File: src/rtl/change_dispenser.sv
// Greedy change dispenser: splits an amount into 50/10/5/1 coins and pays one
// coin per step period, with 7-segment readouts of the remaining amount and
// of the per-denomination coin counts.
module change_dispenser #(
  parameter int unsigned TICK_DIV   = 4000000,
  parameter int unsigned MAX_AMOUNT = 99
) (
  input  logic       clk_i,
  input  logic       rst_ni,
  input  logic       start_i,
  input  logic [6:0] amount_i,
  output logic       busy_o,
  output logic       done_o,
  output logic       err_o,
  output logic       coin_valid_o,
  output logic [5:0] coin_value_o,
  output logic [6:0] remaining_o,
  output logic [3:0] cnt50_o,
  output logic [3:0] cnt10_o,
  output logic [3:0] cnt5_o,
  output logic [3:0] cnt1_o,
  output logic [6:0] seg5_o,
  output logic [6:0] seg4_o,
  output logic [6:0] seg3_o,
  output logic [6:0] seg2_o,
  output logic [6:0] seg1_o,
  output logic [6:0] seg0_o
);

  localparam int unsigned DIV_W = (TICK_DIV > 0) ? $clog2(TICK_DIV + 1) : 1;

  typedef enum logic [1:0] {
    S_IDLE,
    S_DISPENSE,
    S_DONE
  } state_e;

  state_e           state_q;
  logic [DIV_W-1:0] div_cnt_q;
  logic [6:0]       rem_q;
  logic [6:0]       rem_d;
  logic [3:0]       cnt50_q, cnt10_q, cnt5_q, cnt1_q;
  logic [5:0]       coin_value_q;
  logic [5:0]       coin_sel;
  logic             coin_valid_q;
  logic             busy_q, done_q, err_q;
  logic             amount_ok;
  logic             step;
  logic [3:0]       rem_tens, rem_ones;

  // Active-low segment pattern (gfedcba) for one BCD digit; non-digits blank.
  function automatic logic [6:0] seg7(input logic [3:0] d);
    case (d)
      4'd0:    seg7 = 7'b1000000;
      4'd1:    seg7 = 7'b1111001;
      4'd2:    seg7 = 7'b0100100;
      4'd3:    seg7 = 7'b0110000;
      4'd4:    seg7 = 7'b0011001;
      4'd5:    seg7 = 7'b0010010;
      4'd6:    seg7 = 7'b0000010;
      4'd7:    seg7 = 7'b1111000;
      4'd8:    seg7 = 7'b0000000;
      4'd9:    seg7 = 7'b0011000;
      default: seg7 = 7'b1111111;
    endcase
  endfunction

  assign amount_ok = (amount_i != 7'd0) && (amount_i <= 7'(MAX_AMOUNT));
  assign step      = (div_cnt_q == DIV_W'(TICK_DIV));

  // Greedy choice of the next coin from what is still owed.
  always_comb begin
    // NOTE: every combinational output gets a default first so no latch is inferred.
    coin_sel = 6'd1;
    if (rem_q >= 7'd50)      coin_sel = 6'd50;
    else if (rem_q >= 7'd10) coin_sel = 6'd10;
    else if (rem_q >= 7'd5)  coin_sel = 6'd5;
    rem_d = rem_q - {1'b0, coin_sel};
  end

  // Control FSM with its datapath registers and registered status outputs.
  always_ff @(posedge clk_i or negedge rst_ni) begin
    if (!rst_ni) begin
      state_q      <= S_IDLE;
      div_cnt_q    <= '0;
      rem_q        <= '0;
      cnt50_q      <= '0;
      cnt10_q      <= '0;
      cnt5_q       <= '0;
      cnt1_q       <= '0;
      coin_value_q <= '0;
      coin_valid_q <= 1'b0;
      busy_q       <= 1'b0;
      done_q       <= 1'b0;
      err_q        <= 1'b0;
    end else begin
      // NOTE: state uses non-blocking assignments so every register sees pre-edge values.
      coin_valid_q <= 1'b0;
      case (state_q)
        S_IDLE, S_DONE: begin
          if (start_i) begin
            if (amount_ok) begin
              err_q     <= 1'b0;
              rem_q     <= amount_i;
              cnt50_q   <= '0;
              cnt10_q   <= '0;
              cnt5_q    <= '0;
              cnt1_q    <= '0;
              div_cnt_q <= '0;
              state_q   <= S_DISPENSE;
              busy_q    <= 1'b1;
              done_q    <= 1'b0;
            end else begin
              err_q <= 1'b1;
            end
          end
        end
        S_DISPENSE: begin
          if (step) begin
            div_cnt_q    <= '0;
            rem_q        <= rem_d;
            coin_value_q <= coin_sel;
            coin_valid_q <= 1'b1;
            case (coin_sel)
              6'd50:   cnt50_q <= cnt50_q + 4'd1;
              6'd10:   cnt10_q <= cnt10_q + 4'd1;
              6'd5:    cnt5_q  <= cnt5_q + 4'd1;
              default: cnt1_q  <= cnt1_q + 4'd1;
            endcase
            if (rem_d == 7'd0) begin
              state_q <= S_DONE;
              busy_q  <= 1'b0;
              done_q  <= 1'b1;
            end
          end else begin
            div_cnt_q <= div_cnt_q + 1'b1;
          end
        end
        default: state_q <= S_IDLE;
      endcase
    end
  end

  assign rem_tens = 4'(rem_q / 7'd10);
  assign rem_ones = 4'(rem_q % 7'd10);

  assign busy_o       = busy_q;
  assign done_o       = done_q;
  assign err_o        = err_q;
  assign coin_valid_o = coin_valid_q;
  assign coin_value_o = coin_value_q;
  assign remaining_o  = rem_q;
  assign cnt50_o      = cnt50_q;
  assign cnt10_o      = cnt10_q;
  assign cnt5_o       = cnt5_q;
  assign cnt1_o       = cnt1_q;
  assign seg5_o       = seg7(rem_tens);
  assign seg4_o       = seg7(rem_ones);
  assign seg3_o       = seg7(cnt50_q);
  assign seg2_o       = seg7(cnt10_q);
  assign seg1_o       = seg7(cnt5_q);
  assign seg0_o       = seg7(cnt1_q);

endmodule
File: config.mk
export PLATFORM = sky130hd
export DESIGN_NAME = change_dispenser
export DESIGN_NICKNAME = d
export VERILOG_FILES = /design/src/rtl/change_dispenser.sv
export SDC_FILE = /design/constraint.sdc
export NUM_CORES = 1
export LEC_CHECK = 0
export ABC_AREA = 1
export BUFFER_PORTS_ARGS = -buffer_cell sky130_fd_sc_hd__buf_2
export CAP_MARGIN = 20
export CORE_MARGIN = 3
export CORE_UTILIZATION = 62
export CTS_BUF_LIST = sky130_fd_sc_hd__clkbuf_4
export DETAILED_ROUTE_END_ITERATION = 8
export PLACE_DENSITY = 0.93
export SKIP_CTS_REPAIR_TIMING = 1
export SKIP_LAST_GASP = 1
export SYNTH_ARGS = -nofsm -noshare
export SYNTH_HDL_FRONTEND = slang
export SYNTH_SLANG_ARGS = --single-unit
File: constraint.sdc
create_clock -name clk_i -period 4.4 [get_ports clk_i]
set_input_delay 0.66 -clock clk_i [delete_from_list [all_inputs] [get_ports clk_i]]
set_output_delay 0.66 -clock clk_i [all_outputs]
set_load 0.01 [all_outputs]
* After elaboration in Yosys (flattened, before gate mapping)
Memories as Yosys holds them, arrays and structs flattened. Cells that the tools add are included. Widths: inputs -> output; s select.
Operators by class: $add $sub $neg 6, divide/modulo/power cells 2, order comparisons 4, eq/ne operators 14, mux-type cells 43, reductions and logical operators 17
Operator list (number):
- $mux 22 | 3
- $mux 4 | 11
- $pmux 22 s2 | 1
- $pmux 4 s2 | 4
- $reduce_and 5->1 | 5
- $add 22x1->22 const B | 1
- $eq 22x22->1 const B | 1
- $mux 7 | 3
- $add 4x1->4 const B | 4
- $pmux 7 s2 | 1
- $mux 1 | 11
- $ne 2x2->1 const B | 5
- $mux 2 | 4
- $reduce_and 4->1 | 2
- $div 7x4->7 const B | 1
- $ge 7x3->1 const B | 1
- $ge 7x4->1 const B | 1
- $ge 7x6->1 const B | 1
- $le 7x7->1 const B | 1
- $logic_not 7->1 | 1
- $mod 7x4->7 const B | 1
- $reduce_bool 7->1 | 1
- $sub 7x6->7 | 1
- $eq 6x3->1 const B | 1
- other kinds (16) | 20
Storage, ports and cells: register bits after elaboration 57, memory bits (read-only) 672, input bits 10, output and inout port bits 75, word-level logic and storage cells 104, memories kept 6
Memories:
- (name not given) | words 16, width 7, rd ports 1, clocked after memory_dff 0, wr ports 0, line 53 | case (d)
- (name not given) | words 16, width 7, rd ports 1, clocked after memory_dff 0, wr ports 0, line 53
- (name not given) | words 16, width 7, rd ports 1, clocked after memory_dff 0, wr ports 0, line 53
- (name not given) | words 16, width 7, rd ports 1, clocked after memory_dff 0, wr ports 0, line 53
- (name not given) | words 16, width 7, rd ports 1, clocked after memory_dff 0, wr ports 0, line 53
- (name not given) | words 16, width 7, rd ports 1, clocked after memory_dff 0, wr ports 0, line 53

* Logic depth before layout (Yosys ltp)
Gate-level depths: netlist (run 1).
depth after elaboration 9, depth in mapped cells 24, depth with buffers taken out 24

* Least setup slack after synthesis (run 1)
Ideal clock, no wire load.
kind reg2out, start reg rem_q[5], in the netlist remaining_o[5], end out seg4_o[3], data arrival time 2.634 ns, data required time 3.740 ns, slack 1.106 ns, cell stages (with the launch flop) 24, buffers on the path 0, path through dfrtp_1 -> inv_1 -> nand2_1 -> nor2_2 -> inv_2 -> nand2_4 -> nand2_2 -> nand3_2 -> nand2_1 -> nand2_2 -> nand2_1 -> nand2_1 -> inv_2 -> ha_1 -> inv_1 -> nand3_2 -> nand3_4 -> nand2_2 -> nand2_2 -> ha_1 -> inv_1 -> nand3_1 -> nand3_1 -> nand2_1
On the way: cells in the longest elaborated chain, start to end 2
RTL lines:
- start: declaration | line 40 | logic [6:0] rem_q;
- start signal: assignment | line 104 | rem_q <= amount_i;
- start signal: assignment | line 121 | rem_q <= rem_d;
- $mod 7x4->7 | line 145 | assign rem_ones = 4'(rem_q % 7'd10);
- $mem_v2 16x7
- end: declaration | line 23 | output logic [6:0] seg4_o,
No other way between the ends.

* Worst setup path in the final report (run 1)
start reg rem_q[4], in the netlist remaining_o[4], end out seg4_o[3]
The elaborated chain is that of the path after synthesis.

==> results.cfg, run 1 <==
[synthesis]
synth_edf_count = 0
synthArstFlopShare_pct = 100
ys_ff_latch = 56
ys.flop_type = dfrtp_1
syn_nets = 662
synthCells = 612
yosys_warnings = 0
ys_types = 41
synth_area_per_cell_um2 = 7.19
synth_area_um2 = 4400
ys_seq_area_share_pct = 31.9

[finish]
num_antenna_cells = 0
syn2layout_area_growth_pct = 13.6
fin_nets = 749
layout-drive-gt1-share_pct = 19.6
nFillCells = 552
final_area_um2 = 5000

[routing]
vias_per_cell = 5.61
post_drt_wl_per_cell_um = 13.9
firstDrtPassIters = 5
wirelength_mm = 11.0
drt_iter0_drc = 313
drc = 0
vias = 4463
ant_nets = 0

[cts]
cts_tree = done
path_clk_slew_ps = 170
clock-sinks = 56
clk_latency_ps = 400
clockBufferDepth = 2
htree_levels = 2
clockRootBuffer = clkbuf_4
numCtsBuffers = 5

[global_routing]
grt_pass1_vias = 4185
grt_pass1_wl_mm = 18.6
grt.total_usage_pct = 26.9
overflow = 0
antenna_found_initial = 0
grt_max_degree = 57

[placement]
gp_congestion = 0.951
placed_area_um2 = 4920
dp_slack_ps = 691
port_buffers = 84
dp_hpwl_mm = 8.46

[power_and_ir_drop]
seqPwrFrac_pct = 67.5
comb_power_share_pct = 2.4
p_int_uw = 579
p_switching_uw = 183
leakage_uw = 0.00275
clockPowerShare_pct = 30.1
peakVddDrop_uv = 142
p_per_area_nw_per_um2 = 153
power.total_uw = 762
p_sw_share_pct = 24.0

[setup_path]
r2r-start = remaining_o[6]
rrSetupSlack_ps = 1090
critPathArrivalTime_ps = 3460
critPathKind = reg -> out
critPathMaxFanout = 7
endpoint_kind = primary output
crit_path_start_kind = register
critical_path_required_ps = 3740
rr_endpoint = busy_o
reg2reg_depth = 18

[floorplan]
die_height_um = 90.2
rows = 30
fp.dieW_um = 90.2
start_util_pct = 64.4
io_pins = 85
core_um2 = 6830
dieArea_um2 = 8140

[sta]
final.setup_skew_ps = 19.7
hold_viol = 0
fin_crit_ps = 4120
setup_viol = 0
setup_slack_ps = 277
worstMarginPinSlew_ps = 700
slew_viol_final = 0
fin_hold_ws_ps = 359
max_freq_ghz = 0.243
finalCritPeriodShare_pct = 93.7
slew_headroom_pct = 53.4

[status]
status = finished, final reports clean

[worst_hold_path]
min_path_type = in -> async

[job]
max_cap_violations = 0
-- power groups by stage --
stage	clock network, uW	registers, uW	logic (uW)
floorplan	0	525	1.32
global placement	0	524	18.4
detailed placement	0	524	18.6
CTS	227	515	18.6
global route	251	515	20.3
finish	229	515	18.2
-- synthesized netlist by cell type (all sizes together), types with 2 or more instances --
cell | instances | share of area, %
o21ai | 70 | 8.0
nor4 | 7 | 1.0
xor2 | 8 | 1.6
nor3 | 15 | 1.8
clkbuf | 7 | 0.60
a21oi | 40 | 4.7
a22oi | 4 | 0.68
a31oi | 2 | 0.28
dfrtp | 56 | 32
nand2 | 142 | 13
nor2 | 51 | 5.1
ha | 39 | 11
o21a | 2 | 0.34
inv | 97 | 8.3
nand4 | 8 | 1.5
nand3b | 4 | 0.68
nand3 | 43 | 5.8
o211ai | 7 | 1.3
-- flip-flops by register name, indices dropped and copies added (netlist names), 2 cells and up --
name          cells
cnt10_o           4
cnt1_o            4
cnt50_o           4
cnt5_o            4
coin_value_o      5
div_cnt_q        22
remaining_o       7
state_q           2
-- cell families after synthesis --
kind of cell	share of synthesized area (%)
AOI/OAI and AO/OA	16.3
xor gates and xnor gates	1.79
adders and majority gates	11.5
buffers and inverters	9.04
DFF	31.9
and+or+nand+nor	29.5
-- critical path, stage by stage (launching register included) --
cell and delay [ps]:
dfrtp_1 430, inv_2 120, nand3_1 160, nand3_4 120, nand2_4 70, nand2_4 90, nand2_2 70, nand3_2 80
nand2_1 80, nand2_2 110, nand2_1 90, nand2_1 90, inv_2 60, ha_1 170, inv_1 80, nand3_2 160
nand3_4 180, nand2_2 60, nand2_2 110, ha_1 240, inv_1 50, nand3_1 100, nand3_1 110, nand2_1 50
buf_2 130
-- routing by layer --
| layer | up-vias | routed length, um | GRT usage [%] |
|---|---|---|---|
| li1 | 2184 | - | - |
| met2 | 161 | 5500 | 48.4 |
| met5 | - | 0 | 0 |
| met3 | 26 | 676 | 4.10 |
| met1 | 2092 | 4680 | 33.5 |
| met4 | 0 | 189 | 7.02 |
-- cell usage in the layout (no fill, tap or decap), types with 14 or more instances in the layout --
cell type and n:
nand2_1 130, buf_2 84, inv_1 83, o21ai_0 69
dfrtp_1 55, nor2_1 47, ha_1 39, nand3_1 38
a21oi_1 38, inv_2 14, nor3_1 14
-- metrics by stage --
stage | utilization [%] | std cells | setup TNS [ps]
floorplan | - | 612 | 0
global placement | 72.0 | 786 | 0
detailed placement | 72.0 | 786 | 0
CTS | 72.9 | 794 | 0
global route | 73.2 | 796 | -4.53
finish | 73.2 | 796 | 0
-- final cells by class --
cell class / instances / area [um^2] / area share (%)
Inverter: 97 / 364 / 7.28
Clock buffer: 5 / 37.5 / 0.751
Sequential cell: 56 / 1400 / 28.1
Clock inverter: 3 / 18.8 / 0.375
Tap cell: 96 / 120 / 2.40
Multi-Input combinational cell: 451 / 2610 / 52.1
Timing Repair Buffer: 88 / 450 / 9.01
-- worst max-delay path by stage --
stage | startpoint | to | cells after the start
after detailed placement | remaining_o[5] | seg4_o[3] | 24
after global placement | remaining_o[5] | seg4_o[3] | 24
after global routing | remaining_o[4] | seg4_o[3] | 24
after CTS | remaining_o[5] | seg4_o[3] | 24
final | remaining_o[4] | seg4_o[3] | 24
after floorplan | remaining_o[5] | seg4_o[3] | 23
Note: power is estimated with default switching activity, not from simulation.
==> run 2: changes to the inputs <==
--- a/config.mk
+++ b/config.mk
@@ -13,6 +13,7 @@
 export CTS_BUF_LIST = sky130_fd_sc_hd__clkbuf_4
 export DETAILED_ROUTE_END_ITERATION = 8
 export PLACE_DENSITY = 0.93
+export SETUP_SLACK_MARGIN = 0.5
 export SKIP_CTS_REPAIR_TIMING = 1
 export SKIP_LAST_GASP = 1
 export SYNTH_ARGS = -nofsm -noshare
==> run 2 against run 1 <==
Routed wire length up 13%. Count of clock-buffer cells in the layout unchanged. Flip-flop and latch count unchanged. Total power up 0.28%. Utilization up 4.8 points. Worst setup slack better by 150 ps. Clock skew up 7.7 ps. Worst hold slack worse by 13 ps. First-iteration DRC count up 14%. Sequential share of layout area down 1.7 points. Sequential power about the same. Maximum frequency up 3.7%.
==> results.cfg, run 2 (synthesis gave the netlist of run 1 again) <==
[sta]
final.setup_skew_ps = 27.4
rsz0062_at_grt = yes
setup_viol = 0
hold_viol = 0
slew_viol_final = 0
setup_slack_ps = 423
max_freq_ghz = 0.251
fin_crit_ps = 3980
fin_hold_ws_ps = 347
worstMarginPinSlew_ps = 689
finalCritPeriodShare_pct = 90.4
setup-tns-final_ps = 0
slew_headroom_pct = 54.1

[setup_path]
critPathKind = reg -> out
rrSetupSlack_ps = 940
reg2reg_depth = 19
endpoint_kind = primary output
critPathArrivalTime_ps = 3320
rr_endpoint = busy_o
crit_path_start_kind = register
r2r-start = remaining_o[4]
critical_path_required_ps = 3740
critPathMaxFanout = 5

[finish]
num_antenna_cells = 0
fin_nets = 774
syn2layout_area_growth_pct = 21.1
largest_reg_flops = 22
mostFrequentLayoutCells = nand2_1 (126), buf_2 (84), inv_1 (81), o21ai_0 (65), dfrtp_1 (54)
regArea_um2 = 1400
multiInputGateArea_um2 = 2730
nFillCells = 481
layout-drive-gt1-share_pct = 24.8
final_common_cell = nand2_1
final_area_um2 = 5330
top_register = div_cnt_q

[power_and_ir_drop]
power.total_uw = 765
leakage_uw = 0.00290
peakVddDrop_uv = 143
p_per_area_nw_per_um2 = 144

[cts]
clk_latency_ps = 410
clock-sinks = 56
htree_levels = 2
numCtsBuffers = 5
path_clk_slew_ps = 180
clockRootBuffer = clkbuf_4
cts_tree = done
clockBufferDepth = 2

[floorplan]
rows = 30
dieArea_um2 = 8140
io_pins = 85
die_height_um = 90.2
fp.dieW_um = 90.2
core_um2 = 6830
start_util_pct = 64.4

[worst_hold_path]
min_path_type = in -> async

[routing]
drt_iter0_drc = 358
post_drt_wl_per_cell_um = 15.3
ant_nets = 0
drc = 0
wirelength_mm = 12.5
vias_per_cell = 5.75
firstDrtPassIters = 6
vias = 4717

[placement]
placed_area_um2 = 4920
dp_hpwl_mm = 8.46
port_buffers = 84
gp_congestion = 0.951
dp_slack_ps = 691

[global_routing]
grt.total_usage_pct = 26.9
overflow = 0
antenna_found_initial = 0
grt_pass1_wl_mm = 18.6
grt_max_degree = 57
grt_pass1_vias = 4185

[job]
max_cap_violations = 0

[status]
status = finished, final reports clean
run 2: worst max path at each step:
stage / start / to / slack [ps] / depth (start not counted)
floorplan: remaining_o[5] / seg4_o[3] / 1110 / 23
global placement: remaining_o[5] / seg4_o[3] / 940 / 24
detailed placement: remaining_o[5] / seg4_o[3] / 690 / 24
CTS: remaining_o[5] / seg4_o[3] / 230 / 24
global route: remaining_o[5] / seg4_o[0] / 230 / 25
finish: remaining_o[5] / seg4_o[0] / 420 / 25
run 2: metrics by stage:
stage               instances  utilization, %
floorplan                 612               -
global placement          786            72.0
detailed placement        786            72.0
CTS                       794            72.9
global route              821            78.0
finish                    821            78.0
run 2: worst max-delay path, cell delays in order, from the launching register on:
cell and delay, ps:
dfrtp_1 440, inv_2 160, nand2_2 110, nor2_4 170, inv_2 80, nand2_4 80
nand2_4 60, nand3_2 100, nand2_2 80, nand2_2 110, nand2_2 70, nand2_2 80
inv_2 40, ha_2 160, inv_2 70, nand3_4 120, nand3_4 120, nand2_4 60
nand2_4 110, inv_4 50, ha_2 160, inv_1 70, nand3_1 100, nand3_1 90
nand2_1 50, buf_2 140
run 2: metal layers:
layer	wire length (um)	vias up	global-route usage, %
met1	5000	2195	33.5
met2	6280	235	48.4
li1	-	2237	-
met4	398	0	7.02
met5	0	-	0
met3	837	50	4.10
run 2: power by group:
group          total [uW]  switching (uW)  internal [uW]
Combinational        18.3            14.2           4.06
Clock                 231             171           60.5
Sequential            515               0            515
run 2: layout make-up:
| type | instances | area share [%] |
|---|---|---|
| clock buffer | 5 | 0.705 |
| tap | 96 | 2.26 |
| timing repair buffer | 113 | 12.2 |
| sequential | 56 | 26.4 |
| clock inverter | 3 | 0.352 |
| inverter | 97 | 6.98 |
| multi-input combinational | 451 | 51.2 |
==> run 3: changes to the inputs <==
--- a/config.mk
+++ b/config.mk
@@ -5,11 +5,11 @@
 export SDC_FILE = /design/constraint.sdc
 export NUM_CORES = 1
 export LEC_CHECK = 0
-export ABC_AREA = 1
+export ABC_AREA = 0
 export BUFFER_PORTS_ARGS = -buffer_cell sky130_fd_sc_hd__buf_2
 export CAP_MARGIN = 20
 export CORE_MARGIN = 3
-export CORE_UTILIZATION = 62
+export CORE_UTILIZATION = 63
 export CTS_BUF_LIST = sky130_fd_sc_hd__clkbuf_4
 export DETAILED_ROUTE_END_ITERATION = 8
 export PLACE_DENSITY = 0.93
@@ -19,3 +19,4 @@
 export SYNTH_ARGS = -nofsm -noshare
 export SYNTH_HDL_FRONTEND = slang
 export SYNTH_SLANG_ARGS = --single-unit
+export TNS_END_PERCENT = 100
==> run 3 against run 2 <==
Maximum frequency fell by 8.6%. Register-to-register slack got worse by 150 ps. Flip-flop and latch count did not move. Die area rose by 8.2%. Global-route usage rose by 2.1 points. Worst setup slack got worse by 370 ps. Synthesized area rose by 11%. Combinational power rose to 220 times the previous value. Highest routed layer unchanged.
==> results.cfg, run 3 <==
[synthesis]
ys_types = 70
yosysMostFrequentCell = o21ai_0
ys_top_cells_by_area = dfrtp_1 (29%), ha_1 (10%), o21ai_0 (9.0%)
synthTopCellsByCount = o21ai_0 (87), nor2_1 (62), dfrtp_1 (56), a21oi_1 (42), nand2_1 (40)
ys_seq_area_share_pct = 28.8
ys_ff_latch = 56
syn_nets = 675
synthArstFlopShare_pct = 100
synth_edf_count = 0
synthCells = 625
synth_top_area_share_pct = 28.8
synth_top_cell_by_area = dfrtp_1
ys.flop_type = dfrtp_1
yosys_warnings = 0
synth_area_um2 = 4860
synth_area_per_cell_um2 = 7.78

[global_routing]
antenna_found_initial = 0
grtUsageMet1_pct = 37.4
grt.total_usage_pct = 28.9
grt_pass1_vias = 4510
grt.busiest_layer = met2
grt_use_met2_pct = 50.7
grt_max_degree = 57
gr-usage-met3_pct = 4.17
grt_pass1_wl_mm = 21.0
overflow = 0

[routing]
drc = 0
drt_iter0_drc = 394
vias_per_cell = 6.30
firstDrtPassIters = 6
ant_nets = 0
vias = 5069
post_drt_wl_per_cell_um = 16.9
wirelength_mm = 13.6

[worst_hold_path]
min_path_type = in -> async

[finish]
final_core_util_pct = 77.7
regArea_um2 = 1410
multiInputGateArea_um2 = 3320
nFillCells = 507
fin_nets = 755
layout-drive-gt1-share_pct = 23.2
top_register = div_cnt_q
num_antenna_cells = 0
final_cells = 805
mostFrequentLayoutCells = o21ai_0 (83), buf_2 (83), nor2_1 (61), dfrtp_1 (52), a21oi_1 (41)
largest_reg_flops = 22
syn2layout_area_growth_pct = 17.7

[power_and_ir_drop]
power.total_uw = 5160
peakVddDrop_uv = 437
p_per_area_nw_per_um2 = 902
leakage_uw = 0.00269

[setup_path]
crit_path_start_kind = register
critical_path_required_ps = 3740
slowest_stage = dfrtp_2
cp.buffers_inverters = 4
critPathMaxFanout = 7
cpMostUsedCell = ha_4
slowest_delay_ps = 450
endpoint_kind = primary output
critPathTopFamily = compound AO/OA/AOI/OAI gates
critPathArrivalTime_ps = 3690
critPathKind = reg -> out
crit_chain = buf_6 > or3b_4 > a21oi_2 > a211o_1 > inv_2 > ha_4 > a21boi_2 > o32a_1 > and3_4 > o21ai_4 > clkinv_4 > xnor2_4 > ha_4 > nand2_1 > a31oi_1 > o21ai_0 > o2111ai_1 > buf_2

[cts]
htree_levels = 2
path_clk_slew_ps = 180
numCtsBuffers = 5
cts_tree = done
clock-sinks = 56
clk_latency_ps = 400
clockRootBuffer = clkbuf_4
clockBufferDepth = 2

[placement]
dp_hpwl_mm = 9.45
gp_congestion = 0.965
port_buffers = 84
placedCellCount = 780
dp_slack_ps = 243

[sta]
slew_headroom_pct = 31.3
setup_slack_ps = 50.7
finalCritPeriodShare_pct = 98.8
setup_viol = 0
hold_viol = 0
fin_crit_ps = 4350
max_freq_ghz = 0.230
rsz0062_at_grt = yes
worstMarginPinSlew_ps = 1030
final.setup_skew_ps = 9.91
slew_viol_final = 0

[floorplan]
rows = 31
start_util_pct = 66.0
core_um2 = 7370
dieArea_um2 = 8810
fp.dieW_um = 93.9
die_height_um = 93.9
io_pins = 85

[status]
status = finished, final reports clean

[job]
max_cap_violations = 0
## run 3: cell types whose count changed after synthesis, sizes merged, moves of 15 or more
cell	change
nand2b	+15
nand3	-25
o21ai	+18
nor2b	+15
nand2	-101
inv	-58
clkbuf	+27
## run 3: final timing paths
| check | startpoint | to | slack [ps] | depth (start not counted) |
|---|---|---|---|---|
| worst max-delay path | remaining_o[3] | seg4_o[6] | 50 | 18 |
| worst min-delay path | rst_ni | cnt5_o[3] | 340 | 2 |
| worst max register to register | remaining_o[2] | busy_o | 790 | 13 |
| worst min register to register | busy_o | busy_o | 500 | 1 |
| max in group asynchronous | rst_ni | remaining_o[4] | 3530 | 2 |
| min in group clk_i | busy_o | busy_o | 500 | 1 |
## run 3: area by class of cell
cell class,count,share of cell area [%]
Timing Repair Buffer,114,11.5
Multi-Input combinational cell,489,58.0
Clock buffer,5,0.656
Tap cell,99,2.16
Inverter,39,2.69
Clock inverter,3,0.503
Sequential cell,56,24.6
## run 3: stage by stage
step	TNS [ps]	instance area [um^2]	hold slack [ps]
6_report	0	5720	342
5_1_grt	-40.5	5720	386
4_1_cts	-1050	5450	388
3_5_place_dp	0	5390	466
3_3_place_gp	0	5390	460
2_1_floorplan	0	4960	364
## run 3: metal layers
| metal | vias up | wire, um |
|---|---|---|
| met2 | 213 | 7110 |
| li1 | 2404 | - |
| met1 | 2429 | 5530 |
| met3 | 23 | 778 |
| met4 | 0 | 170 |
| met5 | - | 0 |
## run 3: kinds of logic after synthesis
kind of cell,Yosys count,share of synthesized area [%]
AOI/OAI and AO/OA,200,24.7
xor gates and xnor gates,17,3.06
adders and majority gates,41,10.6
buffers and inverters,80,6.53
DFF,56,28.8
muxes,10,2.08
and+or+nand+nor,221,24.2
## run 3: power by group
group          leakage [uW]  switching, uW  internal (uW)
clock             0.0000381            190           71.1
sequential         0.000720            211            615
combinational       0.00193           2280           1790
